--- config.mk ---
export PLATFORM = sky130hd
export DESIGN_NAME = pwm_duty_ctrl
export DESIGN_NICKNAME = d
export VERILOG_FILES = /design/src/rtl/pwm_ctrl_pkg.sv /design/src/rtl/btn_debounce.sv /design/src/rtl/pwm_duty_ctrl.sv
export SDC_FILE = /design/constraint.sdc
export NUM_CORES = 1
export LEC_CHECK = 0
export ABC_CLOCK_PERIOD_IN_PS = 3450
export CORE_ASPECT_RATIO = 2
export CORE_MARGIN = 1.5
export CORE_UTILIZATION = 30
export DETAILED_ROUTE_END_ITERATION = 8
export PLACE_DENSITY = 0.58
export SLEW_MARGIN = 5
export SYNTH_ARGS = -nofsm -noshare
export SYNTH_HDL_FRONTEND = slang
export SYNTH_SLANG_ARGS = --single-unit
--- constraint.sdc ---
create_clock -name clkin -period 3.45 [get_ports clkin]
set_input_delay 0.69 -clock clkin [delete_from_list [all_inputs] [get_ports clkin]]
set_output_delay 0.69 -clock clkin [all_outputs]
set_load 0.02 [all_outputs]
--- src/rtl/pwm_ctrl_pkg.sv ---
// Shared types and saturating step arithmetic for the PWM duty controller.
// The REPEAT state exists only when PWM_AUTOREPEAT_EN is defined.
package pwm_ctrl_pkg;

  localparam int DUTY_W = 8;

  typedef enum logic [1:0] {
    ST_IDLE    = 2'd0,
`ifdef PWM_AUTOREPEAT_EN
    ST_PRESSED = 2'd1,
    ST_REPEAT  = 2'd2
`else
    ST_PRESSED = 2'd1
`endif
  } btn_state_t;

  typedef struct packed {
    logic              sat;
    logic [DUTY_W-1:0] value;
  } clamp_t;

  // Nine-bit intermediate; a carry or borrow out means the result is pinned to a rail.
  function automatic clamp_t clamp_add(input logic [DUTY_W-1:0] a, input logic [DUTY_W-1:0] b);
    clamp_t          r;
    logic [DUTY_W:0] s;
    s       = {1'b0, a} + {1'b0, b};
    r.sat   = s[DUTY_W];
    r.value = s[DUTY_W] ? '1 : s[DUTY_W-1:0];
    return r;
  endfunction

  function automatic clamp_t clamp_sub(input logic [DUTY_W-1:0] a, input logic [DUTY_W-1:0] b);
    clamp_t          r;
    logic [DUTY_W:0] s;
    s       = {1'b0, a} - {1'b0, b};
    r.sat   = s[DUTY_W];
    r.value = s[DUTY_W] ? '0 : s[DUTY_W-1:0];
    return r;
  endfunction

endpackage

--- src/rtl/btn_debounce.sv ---
// Two-flop synchroniser plus debounce counter for one active-low button.
// level is the debounced button level; press pulses for one cycle on its falling edge.
module btn_debounce #(
  parameter int DEB_CYCLES = 4
) (
  input  logic clk,
  input  logic rst_n,
  input  logic btn_n,
  output logic level,
  output logic press
);

  localparam logic [7:0] DEB_LAST = 8'(DEB_CYCLES - 1);

  logic [1:0] sync;
  logic [7:0] cnt;

  always_ff @(posedge clk or negedge rst_n) begin
    if (!rst_n) begin
      sync  <= 2'b11;
      level <= 1'b1;
      cnt   <= '0;
      press <= 1'b0;
    end else begin
      sync  <= {sync[0], btn_n};
      press <= 1'b0;
      // Any sample that agrees with the current level restarts the stability count.
      if (sync[1] != level) begin
        if (cnt == DEB_LAST) begin
          level <= sync[1];
          press <= ~sync[1];
          cnt   <= '0;
        end else begin
          cnt <= cnt + 8'd1;
        end
      end else begin
        cnt <= '0;
      end
    end
  end

endmodule

--- src/rtl/pwm_duty_ctrl.sv ---
// Duty-cycle controller: debounced inc/dec buttons and a target ramp drive one duty register.
// Define PWM_AUTOREPEAT_EN to build the hold-to-repeat REPEAT state.
module pwm_duty_ctrl
  import pwm_ctrl_pkg::*;
#(
  parameter int DEB_CYCLES = 4,
  parameter int STEP       = 1,
  parameter int DUTY_RST   = 128,
  parameter int RAMP_DIV   = 8,
  parameter int REP_DELAY  = 16,
  parameter int REP_RATE   = 4
) (
  input  logic              clkin,
  input  logic              reset,
  input  logic              inc,
  input  logic              dec,
  input  logic [DUTY_W-1:0] tgt,
  input  logic              tgt_load,
  output logic [DUTY_W-1:0] duty,
  output logic              duty_upd,
  output logic              sat,
  output logic              ramp_busy,
  output btn_state_t        fsm_state
);

  if (DEB_CYCLES < 1 || DEB_CYCLES > 255 || STEP < 1 || STEP > 255 ||
      RAMP_DIV < 1 || RAMP_DIV > 255 || DUTY_RST < 0 || DUTY_RST > 255 ||
      REP_DELAY < 1 || REP_DELAY > 255 || REP_RATE < 1 || REP_RATE > 255) begin : g_param_check
    $error("pwm_duty_ctrl: parameter out of range");
  end

  localparam logic [DUTY_W-1:0] STEP_V   = DUTY_W'(STEP);
  localparam logic [DUTY_W-1:0] RST_V    = DUTY_W'(DUTY_RST);
  localparam logic [7:0]        DIV_LAST = 8'(RAMP_DIV - 1);

  logic inc_lvl, inc_press, dec_lvl, dec_press;

  btn_debounce #(.DEB_CYCLES(DEB_CYCLES)) u_inc (
    .clk   (clkin),
    .rst_n (reset),
    .btn_n (inc),
    .level (inc_lvl),
    .press (inc_press)
  );

  btn_debounce #(.DEB_CYCLES(DEB_CYCLES)) u_dec (
    .clk   (clkin),
    .rst_n (reset),
    .btn_n (dec),
    .level (dec_lvl),
    .press (dec_press)
  );

  logic held_inc, held_dec, both_held, any_held, held_dir;
  btn_state_t state;
  logic dir_up;
  logic lockout;
`ifdef PWM_AUTOREPEAT_EN
  localparam logic [7:0] DELAY_LAST = 8'(REP_DELAY - 1);
  localparam logic [7:0] RATE_LAST  = 8'(REP_RATE - 1);
  logic [7:0] rep_cnt;
`endif

  logic              btn_step, btn_up;
  clamp_t            btn_res;
  logic [7:0]        div_cnt;
  logic [DUTY_W-1:0] tgt_q, ramp_next;
  logic              ramp_tick;

  assign held_inc  = ~inc_lvl;
  assign held_dec  = ~dec_lvl;
  assign both_held = held_inc & held_dec;
  assign any_held  = held_inc | held_dec;
  assign held_dir  = dir_up ? held_inc : held_dec;
  assign fsm_state = state;

  // A button step is suppressed by a same-cycle tgt_load, by both buttons down, and by lockout.
  always_comb begin
    btn_step = 1'b0;
    btn_up   = 1'b0;
    if (!tgt_load && !both_held && !lockout) begin
      case (state)
        ST_IDLE: begin
          if (inc_press) begin
            btn_step = 1'b1;
            btn_up   = 1'b1;
          end else if (dec_press) begin
            btn_step = 1'b1;
          end
        end
`ifdef PWM_AUTOREPEAT_EN
        ST_PRESSED: begin
          if (held_dir && rep_cnt == DELAY_LAST) begin
            btn_step = 1'b1;
            btn_up   = dir_up;
          end
        end
        ST_REPEAT: begin
          if (held_dir && rep_cnt == RATE_LAST) begin
            btn_step = 1'b1;
            btn_up   = dir_up;
          end
        end
`endif
        default: ;
      endcase
    end
    btn_res = btn_up ? clamp_add(duty, STEP_V) : clamp_sub(duty, STEP_V);
  end

  // Ramp moves STEP toward the target and lands exactly on it for the last step.
  always_comb begin
    if (tgt_q > duty) begin
      ramp_next = ((tgt_q - duty) <= STEP_V) ? tgt_q : duty + STEP_V;
    end else begin
      ramp_next = ((duty - tgt_q) <= STEP_V) ? tgt_q : duty - STEP_V;
    end
  end

  assign ramp_tick = ramp_busy && (div_cnt == DIV_LAST);

  // Lockout holds the FSM in IDLE until every button is released.
  always_ff @(posedge clkin or negedge reset) begin
    if (!reset) begin
      state   <= ST_IDLE;
      dir_up  <= 1'b0;
      lockout <= 1'b0;
`ifdef PWM_AUTOREPEAT_EN
      rep_cnt <= '0;
`endif
    end else if (tgt_load) begin
      state   <= ST_IDLE;
      lockout <= any_held;
    end else if (both_held) begin
      state   <= ST_IDLE;
      lockout <= 1'b1;
    end else if (lockout) begin
      state <= ST_IDLE;
      if (!any_held) lockout <= 1'b0;
    end else begin
      case (state)
        ST_IDLE: begin
          if (btn_step) begin
            state  <= ST_PRESSED;
            dir_up <= btn_up;
`ifdef PWM_AUTOREPEAT_EN
            rep_cnt <= '0;
`endif
          end
        end
        ST_PRESSED: begin
          if (!held_dir) begin
            state <= ST_IDLE;
`ifdef PWM_AUTOREPEAT_EN
          end else if (btn_step) begin
            state   <= ST_REPEAT;
            rep_cnt <= '0;
          end else begin
            rep_cnt <= rep_cnt + 8'd1;
`endif
          end
        end
`ifdef PWM_AUTOREPEAT_EN
        ST_REPEAT: begin
          if (!held_dir) begin
            state <= ST_IDLE;
          end else if (btn_step) begin
            rep_cnt <= '0;
          end else begin
            rep_cnt <= rep_cnt + 8'd1;
          end
        end
`endif
        default: state <= ST_IDLE;
      endcase
    end
  end

  // Duty register: tgt_load first, then button steps (which abort a ramp), then ramp steps.
  always_ff @(posedge clkin or negedge reset) begin
    if (!reset) begin
      duty      <= RST_V;
      duty_upd  <= 1'b0;
      sat       <= 1'b0;
      ramp_busy <= 1'b0;
      tgt_q     <= RST_V;
      div_cnt   <= '0;
    end else begin
      duty_upd <= 1'b0;
      sat      <= 1'b0;
      if (tgt_load) begin
        tgt_q     <= tgt;
        div_cnt   <= '0;
        ramp_busy <= (tgt != duty);
      end else if (btn_step) begin
        duty      <= btn_res.value;
        duty_upd  <= (btn_res.value != duty);
        sat       <= btn_res.sat;
        ramp_busy <= 1'b0;
      end else if (ramp_tick) begin
        div_cnt  <= '0;
        duty     <= ramp_next;
        duty_upd <= 1'b1;
        if (ramp_next == tgt_q) ramp_busy <= 1'b0;
      end else if (ramp_busy) begin
        div_cnt <= div_cnt + 8'd1;
      end
    end
  end

endmodule
* Yosys cells after proc, flatten, opt, wreduce, memory -nomap -nowiden
Cells that the tools add are included.
** Cells by class
- Bitwise logic cells :: 9
- Eq/ne operators :: 12
- $add $sub $neg :: 9
- Div/mod/pow operators :: 0
- $mul :: 0
- Order comparisons :: 3
- Muxes and demuxes :: 47
- Reduce and logical (&&, ||, !) cells :: 18
- Shift operators :: 0
** Operators with widths (number)
- two-way mux 8 bit :: 15
- adder 8 x 1 -> 8 bit, second input constant :: 4
- two-way mux 1 bit :: 25
- == test 8 x 2 -> 1 bit, second input constant :: 2
- less-or-equal comparator 8 x 1 -> 1 bit, second input constant :: 2
- inequality test 8 bit :: 2
- subtractor 8 bit :: 2
- AND reduction 2 bit :: 6
- two-way mux 2 bit :: 5
- inequality test 5 bit, second input constant :: 2
- adder 8 x 1 -> 9 bit, second input constant :: 1
- two-way mux 9 bit :: 1
- nonzero test 3 bit :: 3
- subtractor 8 x 1 -> 9 bit, second input constant :: 1
- == test 8 x 3 -> 1 bit, second input constant :: 1
- == test 8 bit :: 1
- greater-than comparator 8 bit :: 1
- subtractor 8 x 1 -> 8 bit, second input constant :: 1
- inverter 1 bit :: 7
- AND reduction 5 bit :: 1
- case mux 2 bit (2 select lines) :: 1
- logical AND 1 bit :: 3
- zero test 1 bit :: 3
- == test 2 x 1 -> 1 bit, second input constant :: 1
- 6 further kinds :: 7
** Word-level totals
- Bits in read-only memories :: 0
- Bits of input ports :: 13
- Register bits :: 55
- Memories kept :: 0
- Latch bits :: 0
- RAM bits :: 0

* Depth between registers and ports, before layout
- Depth in word-level cells :: 11
- Depth in mapped cells :: 15

* Modules after synthesis
Synthesis repeated with hierarchy kept, for this count alone.
** Unflattened totals
- Cell total of the unflattened synthesis :: 468
- Area total of the unflattened synthesis :: 4036.4 um^2
** By module, submodules not included
- pwm_duty_ctrl :: area each 3010.4 um^2, seq. area each 753.2 um^2, cells each 378, instances 1
- btn_debounce :: area each 513.0 um^2, seq. area each 304.0 um^2, cells each 45, instances 2

* Worst setup path before layout
No wires, ideal clock.
- Kind :: reg-to-reg
- Start point :: register duty[3]
- End point :: register duty[3]
- Clock period less this slack :: 3.428 ns
- Slack :: 0.022 ns
- Library setup time :: 0.065 ns
- Arrival time :: 3.363 ns
- Data required time :: 3.385 ns
- Buffers on the path :: 3
- Stages on the path, launching flop included :: 16
- Path through :: dfrtp_1 > buf_4 > inv_1 > ha_1 > buf_4 > nand4_1 > a21oi_2 > or4_4 > a2111oi_4 > a21oi_1 > o21a_4 > buf_6 > a211oi_2 > a21oi_1 > o221ai_1 > o21a_1
** Between the ends
- Cells in the longest elaborated chain, start to end :: 6
- Elaborated cells on any way between the ends :: 17
- Those cells by class :: add/sub (6); order compare (3); mux (8)
** RTL lines
- from (decl) :: RTL line pwm_duty_ctrl.sv:19 : output logic [DUTY_W-1:0] duty,
- from (signal assigned) :: RTL line pwm_duty_ctrl.sv:196 : duty <= btn_res.value;
- from (signal assigned) :: RTL line pwm_duty_ctrl.sv:202 : duty <= ramp_next;
- subtractor 8 bit (on tied branches) :: RTL line pwm_duty_ctrl.sv:116, pwm_duty_ctrl.sv:114
- less-or-equal comparator 8 x 1 -> 1 bit (on tied branches) :: RTL line pwm_duty_ctrl.sv:116, pwm_duty_ctrl.sv:114
- two-way mux 8 bit (on tied branches) :: RTL line pwm_duty_ctrl.sv:116, pwm_duty_ctrl.sv:114
- two-way mux 8 bit :: RTL line pwm_duty_ctrl.sv:113 : if (tgt_q > duty) begin
- two-way mux 8 bit :: RTL line pwm_duty_ctrl.sv:200 : end else if (ramp_tick) begin
- two-way mux 8 bit * :: RTL line pwm_duty_ctrl.sv:195 : end else if (btn_step) begin
Mark *: on every way between the ends. The rest lies on a longest branch, timed or not. The select of a mux whose other input is x is not followed.
A chain may end at the register's enable or synchronous reset.

* Final worst setup path
- Start point :: register tgt_q[0]
- End point :: register duty[5]
** Between the ends
- Cells in the longest elaborated chain, start to end :: 6
- Elaborated cells on any way between the ends :: 10
- Those cells by class :: add/sub (2); order compare (3); mux (5)
** RTL lines
- from (decl) :: RTL line pwm_duty_ctrl.sv:67 : logic [DUTY_W-1:0] tgt_q, ramp_next;
- from (signal assigned) :: RTL line pwm_duty_ctrl.sv:192 : tgt_q <= tgt;
- subtractor 8 bit (on tied branches) :: RTL line pwm_duty_ctrl.sv:116, pwm_duty_ctrl.sv:114
- less-or-equal comparator 8 x 1 -> 1 bit (on tied branches) :: RTL line pwm_duty_ctrl.sv:116, pwm_duty_ctrl.sv:114
- two-way mux 8 bit (on tied branches) :: RTL line pwm_duty_ctrl.sv:116, pwm_duty_ctrl.sv:114
- two-way mux 8 bit * :: RTL line pwm_duty_ctrl.sv:113
- two-way mux 8 bit * :: RTL line pwm_duty_ctrl.sv:200
- two-way mux 8 bit * :: RTL line pwm_duty_ctrl.sv:195
Marks and branches as above.

==> reports/metrics.yaml <==
cts_sinks: 54
drtIter0Drc: 202
ys_seq_elements: 54
place_congestion: 1.014
path_class: "reg2reg"
finalSetupTns_ps: 0
grt_max_degree: 29
layout-drive-gt1-share_pct: 21.37
slowest_stage: "fa_2"
arrival_ps: 3560
cp.required_ps: 3670
peakVddDrop_mv: 0.2965
clk_pin_slew_ps: 70
vias: 3813
max_stage_delay_ps: 400
worstPathCellList: "inv_2 -> ha_4 -> inv_1 -> fa_2 -> xor2_1 -> nor3_2 -> o21ai_2 -> a2111oi_4 -> a21oi_2 -> o21a_4 -> buf_4 -> buf_4 -> a221oi_1 -> o21ai_1 -> a31oi_1"
diodes: 0
firstDrtPassIters: 7
synth_area_per_cell_um2: 8.802
hold_viol: 0
ctsRootBufferMaster: "clkbuf_16"
syn_area_um2: 4040
endpoint_kind: "flip-flop"
coreArea_um2: 13070
antenna_left: 0
clockBufferDepth: 2
p_per_area_nw_per_um2: 565.0
htree_levels: 2
dp_hpwl_mm: 10.54
failed_checks: "design-rule violations"
synth.area.top_cells: "dfrtp_1, ha_1, dfstp_2"
cts_tree: "yes"
post-route-drc-count: 2
track_usage_pct: 19.03
dieArea_um2: 14210
fillers: 1338
yosys.area.top_type_share_pct: 28.49
port_buffers: 24
yosysWarnings: 0
crit_path_max_fanout: 6
maxCapViolations: 0
setup_viol: 0
wl_per_cell_um: 19.57
fin_crit_sh_pct: 96.89
grt-ovfl-total: 0
grt_pass1_vias: 4033
numCtsBuffers: 5
report.final.slew_viol_count: 0
fp.dieW_um: 85.06
hold_path.class: "reg2reg"
status: "complete, but fails checks"
io_pins: 26
fin_ws_ps: 107.3
synth_seq_area_share_pct: 33.69
syn_nets: 494
clk_latency_ps: 300
antenna_found_initial: 0
relSlewSlack_pct: 51.41
rows: 59
worstSetupStartpointType: "flip-flop"
leakage_nw: 2.107
timing.critical_path.mode_cell: "buf_4"
synthToLayoutAreaGrowth_pct: 25.30
synth-edff-count: 0
synth_cell_types: 69
dp_slack_ps: 73.63
synth_top_flop_cell: "dfrtp_1"
fmax_ghz: 0.2992
worst_pin_slew_ps: 719.7
die_h_um: 167.1
fin_crit_ps: 3343
start_util_pct: 30.92
viasPerCell: 5.641
clock_skew_ps: 13.70
synth_top_cell_by_area: "dfrtp_1"
netlist_instances: 459
async_flop_share_pct: 100.0
routed_wl_mm: 13.23
grt_pass1_wl_mm: 20.80
nNetsFinal: 558
rsz0062_at_grt: "yes"
[metrics by stage]
stage	cells	util (%)	power (mW)	hold WS (ps)	instance area, um^2
final	676	38.74	2.860	356.6	5062
after floorplan	459	-	1.706	345.2	4040
after global routing	676	38.74	3.026	364.3	5062
after CTS	670	37.10	2.703	358.4	4847
after detailed placement	662	35.97	2.170	348.8	4700
after global placement	662	35.97	2.150	346.7	4700
[critical path: cells and delay by family, from the launching register on]
kind	cells	cell delay, ps
AO/OA/AOI/OAI	7	1440
adder cells (fa/ha/maj)	2	520
buffers and inverters	4	410
flip-flops	1	390
AND/OR/NAND/NOR	1	320
XOR/XNOR	1	160
[power by group]
part           switching, mW  internal [mW]  total [mW]
Sequential            0.0912          0.724       0.815
Clock                  0.233          0.289       0.521
Combinational          0.855          0.668        1.52
[area by class of cell]
cell class	instances	area [um^2]	share of cell area, %
Multi-Input combinational cell	363	2639	52.13
Sequential cell	54	1364	26.94
Timing Repair Buffer	77	636.9	12.58
Tap cell	152	190.2	3.757
Clock buffer	7	142.6	2.818
Inverter	22	85.08	1.681
Clock inverter	1	5.005	0.09886
[synth_stat cells (3+ instances only)]
library cell	instances
mux2_2	4
nor4_1	5
o21ai_0	35
inv_1	22
nand3_1	23
dfstp_2	8
nand3b_1	3
a31oi_1	7
a221oi_1	6
a21oi_1	23
nor2_1	49
nor3b_1	3
xor2_1	21
buf_6	3
clkbuf_1	10
and3_1	12
nand4_1	7
ha_1	20
and2_1	4
a211oi_1	4
dfrtp_1	46
o31ai_1	3
xnor2_1	23
nand2_1	34
buf_4	5
o21a_1	6
nor3_1	14
nand2b_1	3
a221o_1	3
o21ai_1	3
[final timing paths]
kind                                         startpoint  cells past startpoint  slack, ps                 endpoint
worst max register to register     tgt_q[0]$_DFFE_PN0P_                     15        110      duty[5]$_DFFE_PN0P_
worst max-delay path               tgt_q[0]$_DFFE_PN0P_                     15        110      duty[5]$_DFFE_PN0P_
min in group asynchronous                         reset                      1        410   div_cnt[2]$_DFFE_PN0P_
max in group asynchronous                         reset                      2       2170  u_inc.level$_DFFE_PN1P_
worst min-delay path            u_dec.sync[0]$_DFF_PN1_                      0        360  u_dec.sync[1]$_DFF_PN1_
worst min register to register  u_dec.sync[0]$_DFF_PN1_                      0        360  u_dec.sync[1]$_DFF_PN1_
[placed cells by master (no fill, tap or decap), drive strengths merged, types with 8 or more instances in the layout]
cell,n
buf,54
nor2,50
dfrtp,46
o21ai,38
nand2,34
a21oi,25
nand3,23
clkdlybuf4s50,23
xnor2,23
inv,22
xor2,21
ha,20
nor3,14
and3,12
dfstp,8
[per-layer routing]
layer,wire (um),share of wire (%),global-route usage (%),up-vias
li1,-,-,-,1771
met1,4084,31,16.27,1824
met2,7469,56,37.23,156
met3,442,3.3,1.873,62
met4,1233,9.3,16.32,0
met5,0,0,0,-
[flip-flops by register name, indices dropped and copies added, names as in the netlist]
name,cells
dir_up,1
div_cnt,8
duty,8
duty_upd,1
fsm_state,1
lockout,1
ramp_busy,1
sat,1
tgt_q,8
u_dec.cnt,8
u_dec.level,1
u_dec.press,1
u_dec.sync,2
u_inc.cnt,8
u_inc.level,1
u_inc.press,1
u_inc.sync,2
[cell families after synthesis]
kind of cell | Yosys count | synth area share, %
multiplexers | 5 | 1.363
adder cells (fa/ha/maj) | 22 | 7.185
XOR/XNOR | 45 | 10.10
buffers and inverters | 42 | 4.986
AND/OR/NAND/NOR | 169 | 20.69
AO/OA/AOI/OAI | 121 | 21.90
flip-flops | 54 | 33.69
other | 1 | 0.09282
[what timing repair did]
action                                  in CTS  in global routing
buffers inserted                             0                  6
endpoints found under the setup margin       0                  6
resized for setup                            0                 35
hold buffers                                 0                  0
(Power assumes the default switching activity.)
